--- src/rtl/reset_seq_ctrl_pkg.sv ---
`default_nettype none
// ------------------------------------------------------------------
// reset_seq_pkg : shared state, cause encodings and helpers for the
//                 CPU reset sequencer.                    Rev 1.0
// ------------------------------------------------------------------
package reset_seq_pkg;

  typedef enum logic [1:0] {
    S_POR       = 2'd0,
    S_WAIT_LOCK = 2'd1,
    S_RUN       = 2'd2,
    S_SOFT      = 2'd3
  } state_t;

  localparam logic [1:0] CAUSE_POR  = 2'd0;
  localparam logic [1:0] CAUSE_LOCK = 2'd1;
  localparam logic [1:0] CAUSE_SOFT = 2'd2;

  function automatic logic [7:0] sat_inc8(input logic [7:0] v);
    return (v == 8'hFF) ? v : v + 8'd1;
  endfunction

endpackage
`default_nettype wire

--- src/rtl/reset_seq_ctrl_if.sv ---
`default_nettype none
// ------------------------------------------------------------------
// reset_seq_ctrl_if : raw board inputs and CPU-facing reset outputs
//                     of the reset sequencer.             Rev 1.0
// ------------------------------------------------------------------
interface reset_seq_ctrl_if;

  logic       soft_req_i;
  logic       pll_lock_a_i;
  logic       pll_lock_b_i;
  logic       cpu_resetn_o;
  logic       cpu_soft_resetn_o;
  logic       por_done_o;
  logic [1:0] rst_cause_o;
  logic [7:0] lock_loss_cnt_o;

  // master: board / environment side
  modport master (
    output soft_req_i, pll_lock_a_i, pll_lock_b_i,
    input  cpu_resetn_o, cpu_soft_resetn_o, por_done_o, rst_cause_o, lock_loss_cnt_o
  );

  // slave: the sequencer itself
  modport slave (
    input  soft_req_i, pll_lock_a_i, pll_lock_b_i,
    output cpu_resetn_o, cpu_soft_resetn_o, por_done_o, rst_cause_o, lock_loss_cnt_o
  );

endinterface
`default_nettype wire

--- src/rtl/reset_seq_ctrl_sync_debounce.sv ---
`default_nettype none
// ------------------------------------------------------------------
// sync_debounce : 2-flop synchroniser with optional level debounce
//                 and a one-cycle rising-edge pulse.      Rev 1.0
// ------------------------------------------------------------------
module sync_debounce #(
  parameter int unsigned DEBOUNCE_CYCLES = 500000
) (
  input  wire logic clock,
  input  wire logic reset,
  input  wire logic async_i,
  output logic      level_o,
  output logic      rise_o
);

  logic [1:0] sync_q;

  always_ff @(posedge clock or posedge reset) begin
    if (reset) begin
      sync_q <= 2'b00;
    end else begin
      sync_q <= {sync_q[0], async_i};
    end
  end

  generate
    if (DEBOUNCE_CYCLES == 0) begin : g_bypass
      logic prev_q;

      always_ff @(posedge clock or posedge reset) begin
        if (reset) begin
          prev_q <= 1'b0;
        end else begin
          prev_q <= sync_q[1];
        end
      end

      assign level_o = sync_q[1];
      assign rise_o  = sync_q[1] & ~prev_q;
    end else begin : g_debounce
      localparam int unsigned DB_W = $clog2(DEBOUNCE_CYCLES + 1);

      logic [DB_W-1:0] db_cnt_q;
      logic            level_q;
      logic            rise_q;

      // Count consecutive cycles that disagree with the held level; any
      // agreeing cycle (a bounce) restarts the count from zero.
      always_ff @(posedge clock or posedge reset) begin
        if (reset) begin
          db_cnt_q <= '0;
          level_q  <= 1'b0;
          rise_q   <= 1'b0;
        end else begin
          rise_q <= 1'b0;
          if (sync_q[1] == level_q) begin
            db_cnt_q <= '0;
          end else if (db_cnt_q == DB_W'(DEBOUNCE_CYCLES - 1)) begin
            db_cnt_q <= '0;
            level_q  <= sync_q[1];
            rise_q   <= sync_q[1];
          end else begin
            db_cnt_q <= db_cnt_q + 1'b1;
          end
        end
      end

      assign level_o = level_q;
      assign rise_o  = rise_q;
    end
  endgenerate

endmodule
`default_nettype wire

--- src/rtl/reset_seq_ctrl.sv ---
`default_nettype none
// ------------------------------------------------------------------
// reset_seq_ctrl : POR hold, dual-PLL lock qualification and soft-reset
//                  pulse generation for the MCU CPU.       Rev 1.0
// ------------------------------------------------------------------
module reset_seq_ctrl
  import reset_seq_pkg::*;
#(
  parameter int unsigned POR_CYCLES         = 40000000,
  parameter int unsigned LOCK_STABLE_CYCLES = 1024,
  parameter int unsigned DEBOUNCE_CYCLES    = 500000,
  parameter int unsigned SOFT_PULSE_CYCLES  = 64,
  parameter int unsigned CNT_W              = 26
) (
  input  wire logic       clock,
  input  wire logic       reset,
  reset_seq_ctrl_if.slave bus
);

  localparam logic [CNT_W-1:0] POR_LAST  = CNT_W'(POR_CYCLES - 1);
  localparam logic [CNT_W-1:0] LOCK_LAST = CNT_W'(LOCK_STABLE_CYCLES - 1);
  localparam logic [CNT_W-1:0] SOFT_LAST = CNT_W'(SOFT_PULSE_CYCLES - 1);

  logic w_lock_a;
  logic w_lock_b;
  logic w_lock_a_rise;
  logic w_lock_b_rise;
  logic w_btn_level;
  logic w_soft_pulse;
  logic w_lock;
  logic w_unused_rise;

  sync_debounce #(.DEBOUNCE_CYCLES(DEBOUNCE_CYCLES)) u_btn (
    .clock   (clock),
    .reset   (reset),
    .async_i (bus.soft_req_i),
    .level_o (w_btn_level),
    .rise_o  (w_soft_pulse)
  );

  sync_debounce #(.DEBOUNCE_CYCLES(0)) u_lock_a (
    .clock   (clock),
    .reset   (reset),
    .async_i (bus.pll_lock_a_i),
    .level_o (w_lock_a),
    .rise_o  (w_lock_a_rise)
  );

  sync_debounce #(.DEBOUNCE_CYCLES(0)) u_lock_b (
    .clock   (clock),
    .reset   (reset),
    .async_i (bus.pll_lock_b_i),
    .level_o (w_lock_b),
    .rise_o  (w_lock_b_rise)
  );

  assign w_lock        = w_lock_a & w_lock_b;
  assign w_unused_rise = w_lock_a_rise ^ w_lock_b_rise ^ w_btn_level;

  state_t           state_q, state_d;
  logic [CNT_W-1:0] cnt_q, cnt_d;
  logic [1:0]       cause_q, cause_d;
  logic [7:0]       loss_cnt_q, loss_cnt_d;
  logic             por_done_q, por_done_d;
  logic             cpu_resetn_q;
  logic             cpu_soft_resetn_q;

  always_comb begin
    state_d    = state_q;
    cnt_d      = cnt_q;
    cause_d    = cause_q;
    loss_cnt_d = loss_cnt_q;
    por_done_d = por_done_q;
    case (state_q)
      S_POR: begin
        if (cnt_q == POR_LAST) begin
          state_d    = S_WAIT_LOCK;
          cnt_d      = '0;
          por_done_d = 1'b1;
        end else begin
          cnt_d = cnt_q + 1'b1;
        end
      end
      S_WAIT_LOCK: begin
        if (!w_lock) begin
          cnt_d = '0;
        end else if (cnt_q == LOCK_LAST) begin
          state_d = S_RUN;
          cnt_d   = '0;
        end else begin
          cnt_d = cnt_q + 1'b1;
        end
      end
      S_RUN, S_SOFT: begin
        // Lock loss outranks everything, including an in-flight soft pulse.
        if (!w_lock) begin
          state_d    = S_WAIT_LOCK;
          cnt_d      = '0;
          cause_d    = CAUSE_LOCK;
          loss_cnt_d = sat_inc8(loss_cnt_q);
        end else if (state_q == S_RUN) begin
          if (w_soft_pulse) begin
            state_d = S_SOFT;
            cnt_d   = '0;
            cause_d = CAUSE_SOFT;
          end
        end else if (cnt_q == SOFT_LAST) begin
          state_d = S_RUN;
          cnt_d   = '0;
        end else begin
          cnt_d = cnt_q + 1'b1;
        end
      end
      default: begin
        state_d = S_POR;
        cnt_d   = '0;
      end
    endcase
  end

  always_ff @(posedge clock or posedge reset) begin
    if (reset) begin
      state_q           <= S_POR;
      cnt_q             <= '0;
      cause_q           <= CAUSE_POR;
      loss_cnt_q        <= 8'd0;
      por_done_q        <= 1'b0;
      cpu_resetn_q      <= 1'b0;
      cpu_soft_resetn_q <= 1'b0;
    end else begin
      state_q           <= state_d;
      cnt_q             <= cnt_d;
      cause_q           <= cause_d;
      loss_cnt_q        <= loss_cnt_d;
      por_done_q        <= por_done_d;
      cpu_resetn_q      <= (state_d == S_RUN) || (state_d == S_SOFT);
      cpu_soft_resetn_q <= (state_d == S_RUN);
    end
  end

  assign bus.cpu_resetn_o      = cpu_resetn_q;
  assign bus.cpu_soft_resetn_o = cpu_soft_resetn_q;
  assign bus.por_done_o        = por_done_q;
  assign bus.rst_cause_o       = cause_q;
  assign bus.lock_loss_cnt_o   = loss_cnt_q;

endmodule
`default_nettype wire

--- src/flat_wrapper.sv ---
// flat-port wrapper written by rule: the top's interface ports become plain ports
module reset_seq_ctrl_flat import reset_seq_pkg::*;
#(
  parameter int unsigned POR_CYCLES         = 40000000,
  parameter int unsigned LOCK_STABLE_CYCLES = 1024,
  parameter int unsigned DEBOUNCE_CYCLES    = 500000,
  parameter int unsigned SOFT_PULSE_CYCLES  = 64,
  parameter int unsigned CNT_W              = 26
)
  (clock, reset, bus_soft_req_i, bus_pll_lock_a_i, bus_pll_lock_b_i, bus_cpu_resetn_o, bus_cpu_soft_resetn_o, bus_por_done_o, bus_rst_cause_o, bus_lock_loss_cnt_o);
  reset_seq_ctrl_if bus_i ();
  input  wire logic clock;
  input  wire logic reset;
  input wire logic [$bits(bus_i.soft_req_i)-1:0] bus_soft_req_i;
  input wire logic [$bits(bus_i.pll_lock_a_i)-1:0] bus_pll_lock_a_i;
  input wire logic [$bits(bus_i.pll_lock_b_i)-1:0] bus_pll_lock_b_i;
  output wire logic [$bits(bus_i.cpu_resetn_o)-1:0] bus_cpu_resetn_o;
  output wire logic [$bits(bus_i.cpu_soft_resetn_o)-1:0] bus_cpu_soft_resetn_o;
  output wire logic [$bits(bus_i.por_done_o)-1:0] bus_por_done_o;
  output wire logic [$bits(bus_i.rst_cause_o)-1:0] bus_rst_cause_o;
  output wire logic [$bits(bus_i.lock_loss_cnt_o)-1:0] bus_lock_loss_cnt_o;
  assign bus_i.soft_req_i = bus_soft_req_i;
  assign bus_i.pll_lock_a_i = bus_pll_lock_a_i;
  assign bus_i.pll_lock_b_i = bus_pll_lock_b_i;
  assign bus_cpu_resetn_o = bus_i.cpu_resetn_o;
  assign bus_cpu_soft_resetn_o = bus_i.cpu_soft_resetn_o;
  assign bus_por_done_o = bus_i.por_done_o;
  assign bus_rst_cause_o = bus_i.rst_cause_o;
  assign bus_lock_loss_cnt_o = bus_i.lock_loss_cnt_o;
  reset_seq_ctrl #(.POR_CYCLES(POR_CYCLES), .LOCK_STABLE_CYCLES(LOCK_STABLE_CYCLES), .DEBOUNCE_CYCLES(DEBOUNCE_CYCLES), .SOFT_PULSE_CYCLES(SOFT_PULSE_CYCLES), .CNT_W(CNT_W)) u_core (.clock(clock), .reset(reset), .bus(bus_i));
endmodule
--- config.mk ---
export PLATFORM = sky130hd
export DESIGN_NAME = reset_seq_ctrl_flat
export DESIGN_NICKNAME = d
export VERILOG_FILES = /design/src/rtl/reset_seq_ctrl_pkg.sv /design/src/rtl/reset_seq_ctrl_if.sv /design/src/rtl/reset_seq_ctrl_sync_debounce.sv /design/src/rtl/reset_seq_ctrl.sv /design/src/flat_wrapper.sv
export SDC_FILE = /design/constraint.sdc
export NUM_CORES = 1
export LEC_CHECK = 0
export CORE_ASPECT_RATIO = 1.1
export CORE_MARGIN = 5
export CORE_UTILIZATION = 51
export DETAILED_ROUTE_END_ITERATION = 7
export PLACE_DENSITY = 0.69
export REMOVE_ABC_BUFFERS = 1
export SLEW_MARGIN = 20
export SYNTH_ARGS = -nofsm -noshare
export SYNTH_HDL_FRONTEND = slang
export SYNTH_HIERARCHICAL = 1
export SYNTH_SLANG_ARGS = --single-unit
--- constraint.sdc ---
create_clock -name clock -period 2.65 [get_ports clock]
set_input_delay 0.53 -clock clock [delete_from_list [all_inputs] [get_ports clock]]
set_output_delay 0.53 -clock clock [all_outputs]
set_load 0.005 [all_outputs]
==> flow_summary_export.csv, run 1 <==
group,metric,value,unit
routing,via_count,2647,
final_layout,post-route-cell-area,3946,um2
routing,wl_met2,3457,um
die,io_pins,18,
routing,postRouteAntennaNets,0,
job,maxCapViolations,0,
grt,antenna_found_initial,0,
clock_tree,clock-sinks,67,
routing,drt_iter0_markers,115,
clock_tree,cts_tree,"yes",
final_layout,final_cell_mix,"67 x dfrtp_1, 45 x nor2_1, 24 x xnor2_1, 23 x nand2_1, 19 x nand3_1",
worst_setup_path,cp-start-kind,"flip-flop",
die,rows,31,
timing,grt_setup_unrepaired,"false",
power_and_ir_drop,finalPower,1.863,mW
logic_synthesis,yosysWarningCount,6,
placement,dp_hpwl,5110,um
worst_setup_path,cp_data_required_time,2.84,ns
worst_setup_path,critical_path_class,"flip-flop to flip-flop",
placement,placed_cells,445,
logic_synthesis,synth_area,3513,um2
final_layout,multi_input_area,1704,um2
clock_tree,htreeDepth,3,
routing,top_layer,"met4",
clock_tree,cts.repair.resized,0,
worst_setup_path,critPathCaptureType,"flip-flop",
routing,wl_met1,3241,um
die,core,6633,um2
routing,via_per_inst,5.754,
clock_tree,hold_buffers,0,
min_path,min_path_type,"flip-flop to flip-flop",
die,die_h,97.05,um
die,die_area,8651,um2
worst_setup_path,worst_path_largest_cell_delay,0.45,ns
timing,tns,0,ns
grt,grt_remaining_overflow,0,
power_and_ir_drop,leakage,1.668,nW
final_layout,regArea,1677,um2
final_layout,num-nets-final,382,
grt,track_usage,0.1825,
grt,grt_pass1_vias,2706,
clock_tree,root_buffer,"clkbuf_8",
timing,worst-slew-pin-transition,0.6069,ns
routing,wl_met3,269,um
worst_setup_path,cp_slowest_cell,"dfrtp_1",
clock_tree,cts_buffer_depth,2,
timing,post-route-min-period,2.280,ns
routing,routed_wl,7074,um
clock_tree,clk_latency,0.33,ns
worst_setup_path,crit_chain,"or3_1 -> nor4_1 -> a21oi_1 -> nor3_2 -> o211ai_1",
grt,grt_max_degree,41,
placement,placed_area,3766,um2
worst_setup_path,worst_ep_arrival_time,2.47,ns
final_layout,antenna_cells,0,
power_and_ir_drop,ir_worst_vdd,0.3691,mV
timing,fmax,438.6,MHz
final_layout,mostFrequentLayoutCell,"dfrtp_1",
logic_synthesis,avgSynthCellArea,10.10,um2
timing,hold_violations,0,
logic_synthesis,syn_inst,348,
clock_tree,clk_transition_reported_paths,0.07,ns
grt,grt_pass1_wl,12750,um
clock_tree,post_cts.repair.setup_buffers,0,
routing,wl_per_cell,15.38,um
die,start_util,0.5297,
run_status,status,"finished clean",
final_layout,fill_cells,576,
placement,port_buffers,17,
final_layout,final_cells,460,
final_layout,syn_to_final_growth,12.32,%
timing,skew,0.007933,ns
worst_setup_path,worstPathMaxFanout,7,
placement,place_congestion,0.8453,
timing,drv_slew,0,
power_and_ir_drop,power_density,472.1,nW/um2
routing,drc,0,
clock_tree,cts_buffers,9,
die,die_w,89.14,um
final_layout,drive_gt1_frac,0.1111,
timing,fin_crit_sh,0.8604,
routing,drt_first_pass_iters,4,
timing,setup_viol,0,
timing,max_slew_margin,0.5954,
where the power goes:
part	switching, mW	internal (mW)
logic	0.0331	0.0139
registers	0.00764	1.03
clock network	0.365	0.413
total	0.406	1.46
path summary, 6_finish.rpt:
| path | slack [ns] | startpoint | endpoint | cells after the start |
|---|---|---|---|---|
| worst max register to register | 0.37 | u_core/cnt_q[15] | u_core/cnt_q[4] | 5 |
| worst max-delay path | 0.37 | u_core/cnt_q[15] | u_core/cnt_q[4] | 5 |
| min in group asynchronous | 0.43 | reset | u_core/u_lock_b/sync_q[1] | 2 |
| worst min register to register | 0.35 | u_core/u_btn/sync_q[0] | u_core/u_btn/sync_q[1] | 0 |
| worst min-delay path | 0.35 | u_core/u_btn/sync_q[0] | u_core/u_btn/sync_q[1] | 0 |
| max in group asynchronous | 1.57 | reset | u_core/bus.lock_loss_cnt_o[4] | 3 |
registers in the layout (all words and copies together), names as in the netlist:
register                          cells
u_core/bus.por_done_o                 1
u_core/u_btn/g_debounce.db_cnt_q     19
u_core/u_btn/sync_q                   2
u_core/state_q                        1
u_core/bus.rst_cause_o                2
u_core/bus.lock_loss_cnt_o            8
u_core/bus.cpu_resetn_o               1
u_core/u_btn/level_o                  1
u_core/u_lock_b/sync_q                2
u_core/u_btn/rise_o                   1
u_core/bus.cpu_soft_resetn_o          1
u_core/cnt_q                         26
u_core/u_lock_a/sync_q                2
layer usage:
metal / vias up / GRT usage
met2: 48 / 0.2751
li1: 1292 / -
met4: 0 / 0.06758
met3: 9 / 0.03308
met5: - / 0
met1: 1298 / 0.2594
cell type report:
type	instances	area share
clock buffers	14	0.04375
clock inverters	1	0.001902
inverters	14	0.01332
multi-input cells	257	0.4318
flip-flops and latches	67	0.4249
well taps	82	0.02600
repair buffers	25	0.05834
worst max-delay path: cells and delay by family, from the launching register on:
family             cells  cell delay, ns
DFF                    1            0.45
and+or+nand+nor        3            1.23
AOI/OAI and AO/OA      2            0.46
stage by stage:
stage	setup WS (ns)	hold WS, ns	utilization
2_1_floorplan	0.2878	0.2712	-
3_3_place_gp	0.4717	0.3312	0.5678
3_5_place_dp	0.3783	0.3387	0.5678
4_1_cts	0.3626	0.3542	0.5950
5_1_grt	0.09431	0.3701	0.5950
6_report	0.3700	0.3519	0.5950
No activity file was read; power rests on OpenSTA's default activity.
==> run 2: changes to the inputs <==
Settings changed: SKIP_CTS_REPAIR_TIMING set to 1, SYNTH_HIERARCHICAL 1 to not set.
==> flow_summary_export.csv, run 2 <==
group,metric,value,unit
placement,place_congestion,0.9066,
grt,grt_max_degree,46,
clock_tree,cts_tree,"yes",
die,die_w,89.34,um
min_path,min_path_type,"flip-flop to flip-flop",
logic_synthesis,synth_edf_count,0,
power_and_ir_drop,seq_power_share,0.529,
worst_setup_path,cp_data_required_time,2.83,ns
logic_synthesis,synth_top_area_frac,0.4819,
placement,placed_cells,459,
worst_setup_path,cp-start-kind,"flip-flop",
timing,drv_slew,0,
clock_tree,clock-sinks,68,
timing,post-route-min-period,2.379,ns
worst_setup_path,critPathCaptureType,"flip-flop",
power_and_ir_drop,p_switching,0.4432,mW
routing,routed_wl,7058,um
grt,track_usage,0.1813,
final_layout,post-route-cell-area,4041,um2
final_layout,drive_gt1_frac,0.1043,
logic_synthesis,synth-seq-cells,68,
logic_synthesis,synth_area,3531,um2
final_layout,final_cell_mix,"68 x dfrtp_1, 41 x nand2_1, 38 x nor2_1, 27 x xnor2_1, 22 x nand3_1",
job,maxCapViolations,0,
power_and_ir_drop,switching_share,0.2228,
logic_synthesis,synth_common_cells,"68 x dfrtp_1, 41 x nand2_1, 38 x nor2_1",
worst_setup_path,worst-r2r-setup-slack,0.27,ns
timing,hold_ws,0.3502,ns
logic_synthesis,synth_largest_area_cell,"dfrtp_1",
power_and_ir_drop,ir_worst_vdd,0.3332,mV
routing,drt_first_pass_iters,4,
logic_synthesis,ys_seq_area_frac,0.4819,
logic_synthesis,synthArstFlopShare,1.000,
logic_synthesis,synthTopCellsByArea,"dfrtp_1 48%, xnor2_1 6.7%, nand2_1 4.4%, nor2_1 4.0%, nand3_1 3.1%",
logic_synthesis,yosysMostFrequentCell,"dfrtp_1",
die,core,6671,um2
die,start_util,0.5293,
final_layout,antenna_cells,0,
power_and_ir_drop,intPower,1.546,mW
grt,antenna_found_initial,0,
timing,fin_crit_sh,0.8976,
die,die_area,8689,um2
power_and_ir_drop,power_density,492.2,nW/um2
timing,tns,0,ns
clock_tree,cts_buffers,9,
final_layout,num-nets-final,396,
routing,wl_per_cell,14.86,um
clock_tree,clk_transition_reported_paths,0.07,ns
routing,drt_iter0_markers,141,
timing,hold_violations,0,
power_and_ir_drop,clkPwrFrac,0.449,
power_and_ir_drop,leakage,1.707,nW
final_layout,final_cells,475,
run_status,status,"finished clean",
placement,post-place-ws,0.2674,ns
timing,max_slew_margin,0.4331,
timing,skew,0.01297,ns
die,rows,31,
logic_synthesis,yosysWarningCount,0,
clock_tree,root_buffer,"clkbuf_8",
final_layout,largest-register,"u_core.cnt_q",
placement,placed_area,3831,um2
placement,port_buffers,17,
logic_synthesis,avgSynthCellArea,9.754,um2
routing,postRouteAntennaNets,0,
clock_tree,cts_buffer_depth,2,
routing,via_count,2727,
timing,fin_ws,0.2712,ns
die,die_h,97.27,um
routing,drc,0,
logic_synthesis,syn_inst,362,
logic_synthesis,synth-main-ff-cell,"dfrtp_1",
final_layout,syn_to_final_growth,14.46,%
timing,fmax,420.4,MHz
worst_setup_path,worst_ep_arrival_time,2.56,ns
final_layout,largest_reg_flops,26,
timing,grt_setup_unrepaired,"false",
final_layout,mostFrequentLayoutCell,"dfrtp_1",
clock_tree,htreeDepth,3,
timing,setup_viol,0,
clock_tree,clk_latency,0.35,ns
worst_setup_path,worstPathMaxFanout,17,
placement,dp_hpwl,4924,um
grt,grt_remaining_overflow,0,
grt,grt_pass1_vias,2699,
worst_setup_path,critical_path_class,"flip-flop to flip-flop",
timing,worst-slew-pin-transition,0.8397,ns
power_and_ir_drop,finalPower,1.989,mW
grt,grt_pass1_wl,12600,um
routing,via_per_inst,5.741,
logic_synthesis,ys_types,46,
final_layout,post-route-util,0.6058,
power_and_ir_drop,combPwrFrac,0.022,
die,io_pins,18,
run 2: cell count changes in the layout (fill, tap and decap cells not counted), sizes merged, moves of 4 or more:
cell	before	now
o21ai	12	7
nand2	23	41
o31ai	5	0
xor2	13	9
o32ai	1	9
nand4	19	11
nor2	45	38
and4	0	6
nor2b	0	4
a21oi	9	14
and3	12	7
run 2: path summary, 6_finish.rpt:
kind,startpoint,end,cells past startpoint
worst min register to register,u_core.u_btn.sync_q[0],u_core.u_btn.sync_q[1],0
worst max register to register,u_core.cnt_q[18],u_core.cnt_q[11],6
worst min-delay path,u_core.u_btn.sync_q[0],u_core.u_btn.sync_q[1],0
min in group asynchronous,reset,u_core.bus.cpu_soft_resetn_o,2
max in group asynchronous,reset,u_core.cnt_q[6],3
worst max-delay path,u_core.cnt_q[18],u_core.cnt_q[11],6
run 2: kinds of logic after synthesis:
| logic type | after synthesis | synth area share |
|---|---|---|
| buffers and inverters | 22 | 0.02764 |
| flip-flops | 68 | 0.4819 |
| AND/OR/NAND/NOR | 180 | 0.2757 |
| multiplexers | 3 | 0.009213 |
| XOR/XNOR | 36 | 0.08930 |
| AO/OA/AOI/OAI | 50 | 0.1056 |
| adder cells (fa/ha/maj) | 3 | 0.01063 |
run 2: cell type report:
cell class	count	area, um2
Timing Repair Buffer	27	257.7
Clock inverter	5	58.81
Tap cell	82	102.6
Sequential cell	68	1702
Multi-Input combinational cell	272	1732
Clock buffer	11	151.4
Fill cell	578	2630
Inverter	10	37.54
run 2: critical path, stage by stage (launching register included):
cell and delay [ns]:
dfrtp_1 0.42, or4_1 0.66, nor4_4 0.28, a31oi_2 0.31
nor3_4 0.19, buf_4 0.24, a211oi_1 0.10
run 2: power groups by stage:
stage	Combinational, mW	Sequential (mW)	Clock (mW)
after floorplan	0.0270	1.07	0
after global placement	0.0449	1.07	0
after detailed placement	0.0467	1.07	0
after CTS	0.0473	1.05	0.919
after global routing	0.0527	1.05	0.960
final	0.0445	1.05	0.893
run 2: layer usage:
layer	track usage	routed length [um]	share of wire
met4	0.07675	170	0.024
met5	0	0	0
met3	0.03478	186	0.026
met1	0.2323	3136	0.44
met2	0.2938	3564	0.50
==> run 3: changes to the inputs <==
Settings changed: PLACE_DENSITY 0.69 to 0.76.
==> flow_summary_export.csv, run 3 (synthesized netlist as in run 2, its figures left out) <==
group,metric,value,unit
worst_setup_path,worstPathMaxFanout,17,
job,maxCapViolations,0,
final_layout,largest-register,"u_core.cnt_q",
timing,fmax,411.4,MHz
placement,place_congestion,0.8419,
die,io_pins,18,
power_and_ir_drop,combPwrFrac,0.021,
power_and_ir_drop,power_density,513.9,nW/um2
final_layout,num-nets-final,393,
timing,skew,0.01096,ns
routing,via_count,2785,
timing,tns,0,ns
clock_tree,clk_latency,0.34,ns
worst_setup_path,worst_path_largest_cell_delay,0.59,ns
run_status,status,"finished clean",
routing,postRouteAntennaNets,0,
power_and_ir_drop,leakage,1.699,nW
grt,track_usage,0.1812,
worst_setup_path,worst_ep_arrival_time,2.63,ns
power_and_ir_drop,clkPwrFrac,0.474,
die,die_area,8689,um2
die,die_h,97.27,um
worst_setup_path,critPathCaptureType,"flip-flop",
routing,wl_per_cell,15.36,um
worst_setup_path,critical_path_class,"flip-flop to flip-flop",
worst_setup_path,worst-r2r-setup-slack,0.22,ns
clock_tree,cts_buffers,9,
routing,via_per_inst,5.900,
clock_tree,htreeDepth,3,
worst_setup_path,cp_data_required_time,2.85,ns
grt,grt_pass1_wl,12480,um
die,rows,31,
timing,hold_violations,0,
final_layout,fill_cells,558,
placement,dp_hpwl,4926,um
worst_setup_path,cp_slowest_cell,"or4_4",
final_layout,final_cell_mix,"68 x dfrtp_1, 41 x nand2_1, 38 x nor2_1, 27 x xnor2_1, 22 x nand3_1",
power_and_ir_drop,switching_share,0.2121,
clock_tree,clk_transition_reported_paths,0.08,ns
die,start_util,0.5293,
final_layout,largest_reg_flops,26,
min_path,min_path_type,"flip-flop to flip-flop",
routing,drc,0,
power_and_ir_drop,intPower,1.641,mW
timing,fin_crit_sh,0.9173,
routing,routed_wl,7252,um
timing,post-route-min-period,2.431,ns
power_and_ir_drop,ir_worst_vdd,0.4908,mV
routing,drt_first_pass_iters,4,
die,core,6671,um2
worst_setup_path,rr_worst_depth,6,
grt,grt_pass1_vias,2686,
min_path,min_path_cells,0,
timing,max_slew_margin,0.3258,
final_layout,drive_gt1_frac,0.09744,
clock_tree,root_buffer,"clkbuf_8",
placement,port_buffers,17,
placement,placed_area,3809,um2
die,die_w,89.34,um
final_layout,mostFrequentLayoutCell,"dfrtp_1",
final_layout,syn_to_final_growth,14.78,%
placement,post-place-ws,0.1790,ns
grt,grt_max_degree,69,
timing,drv_slew,0,
worst_setup_path,crit_chain,"or4_4 -> nor4_4 -> a31oi_2 -> nor3_4 -> buf_4 -> a211oi_1",
clock_tree,cts_buffer_depth,2,
timing,worst-slew-pin-transition,0.9987,ns
worst_setup_path,reg2reg_to,"u_core.cnt_q[11]",
timing,grt_setup_unrepaired,"false",
power_and_ir_drop,p_switching,0.4417,mW
min_path,min_from,"u_core.u_btn.sync_q[0]",
worst_setup_path,rr_startpoint,"u_core.cnt_q[10]",
grt,antenna_found_initial,0,
worst_setup_path,cp-start-kind,"flip-flop",
final_layout,antenna_cells,0,
final_layout,post-route-util,0.6075,
timing,setup_viol,0,
power_and_ir_drop,seq_power_share,0.505,
min_path,whs_endpoint,"u_core.u_btn.sync_q[1]",
clock_tree,clock-sinks,68,
routing,drt_iter0_markers,266,
clock_tree,cts_tree,"yes",
final_layout,post-route-cell-area,4053,um2
timing,fin_ws,0.2192,ns
grt,grt_remaining_overflow,0,
run 3: how the worst max path moves through the flow:
stage	cells past startpoint	from	slack [ns]	end
2_1_floorplan	5	u_core.cnt_q[10]	0.36	u_core.cnt_q[12]
3_3_place_gp	6	u_core.cnt_q[11]	0.27	u_core.cnt_q[10]
3_5_place_dp	6	u_core.cnt_q[11]	0.18	u_core.cnt_q[11]
4_1_cts	6	u_core.cnt_q[11]	0.18	u_core.cnt_q[14]
5_1_grt	6	u_core.cnt_q[11]	0.07	u_core.cnt_q[12]
6_report	6	u_core.cnt_q[10]	0.22	u_core.cnt_q[11]
run 3: final cells by class:
| cell class | instances | area (um2) | share of cell area |
|---|---|---|---|
| multi-input combinational | 272 | 1740 | 0.4295 |
| sequential | 68 | 1702 | 0.4199 |
| timing repair buffer | 24 | 235.2 | 0.05804 |
| clock buffer | 11 | 151.4 | 0.03736 |
| tap | 82 | 102.6 | 0.02532 |
| clock inverter | 5 | 83.83 | 0.02069 |
| inverter | 10 | 37.54 | 0.009262 |
run 3: power by group through the flow:
stage                     Sequential [mW]  Combinational, mW  Clock [mW]
after global routing                 1.05             0.0504        1.06
after global placement               1.07             0.0446           0
final                                1.05             0.0433       0.987
after detailed placement             1.07             0.0453           0
after CTS                            1.05             0.0455        1.00
after floorplan                      1.07             0.0270           0
run 3: stage by stage:
stage | power, mW | hold slack (ns) | cells
after global placement | 1.116 | 0.3332 | 456
after detailed placement | 1.118 | 0.3364 | 456
final | 2.083 | 0.3540 | 472
after CTS | 2.102 | 0.3540 | 472
after global routing | 2.159 | 0.3608 | 472
after floorplan | 1.098 | 0.3312 | 350
run 3: critical path, delay by kind of cell (launching register included):
kind / cells / cell delay, ns
simple gates: 3 / 1.16
flops: 1 / 0.47
compound gates: 2 / 0.42
buf+inv: 1 / 0.24
run 3: metal layers:
layer / track usage / share of wire / vias to the layer above
li1: - / - / 1346
met1: 0.2391 / 0.46 / 1378
met3: 0.05598 / 0.031 / 15
met2: 0.2779 / 0.49 / 46
met5: 0 / 0 / -
met4: 0.06529 / 0.021 / 0
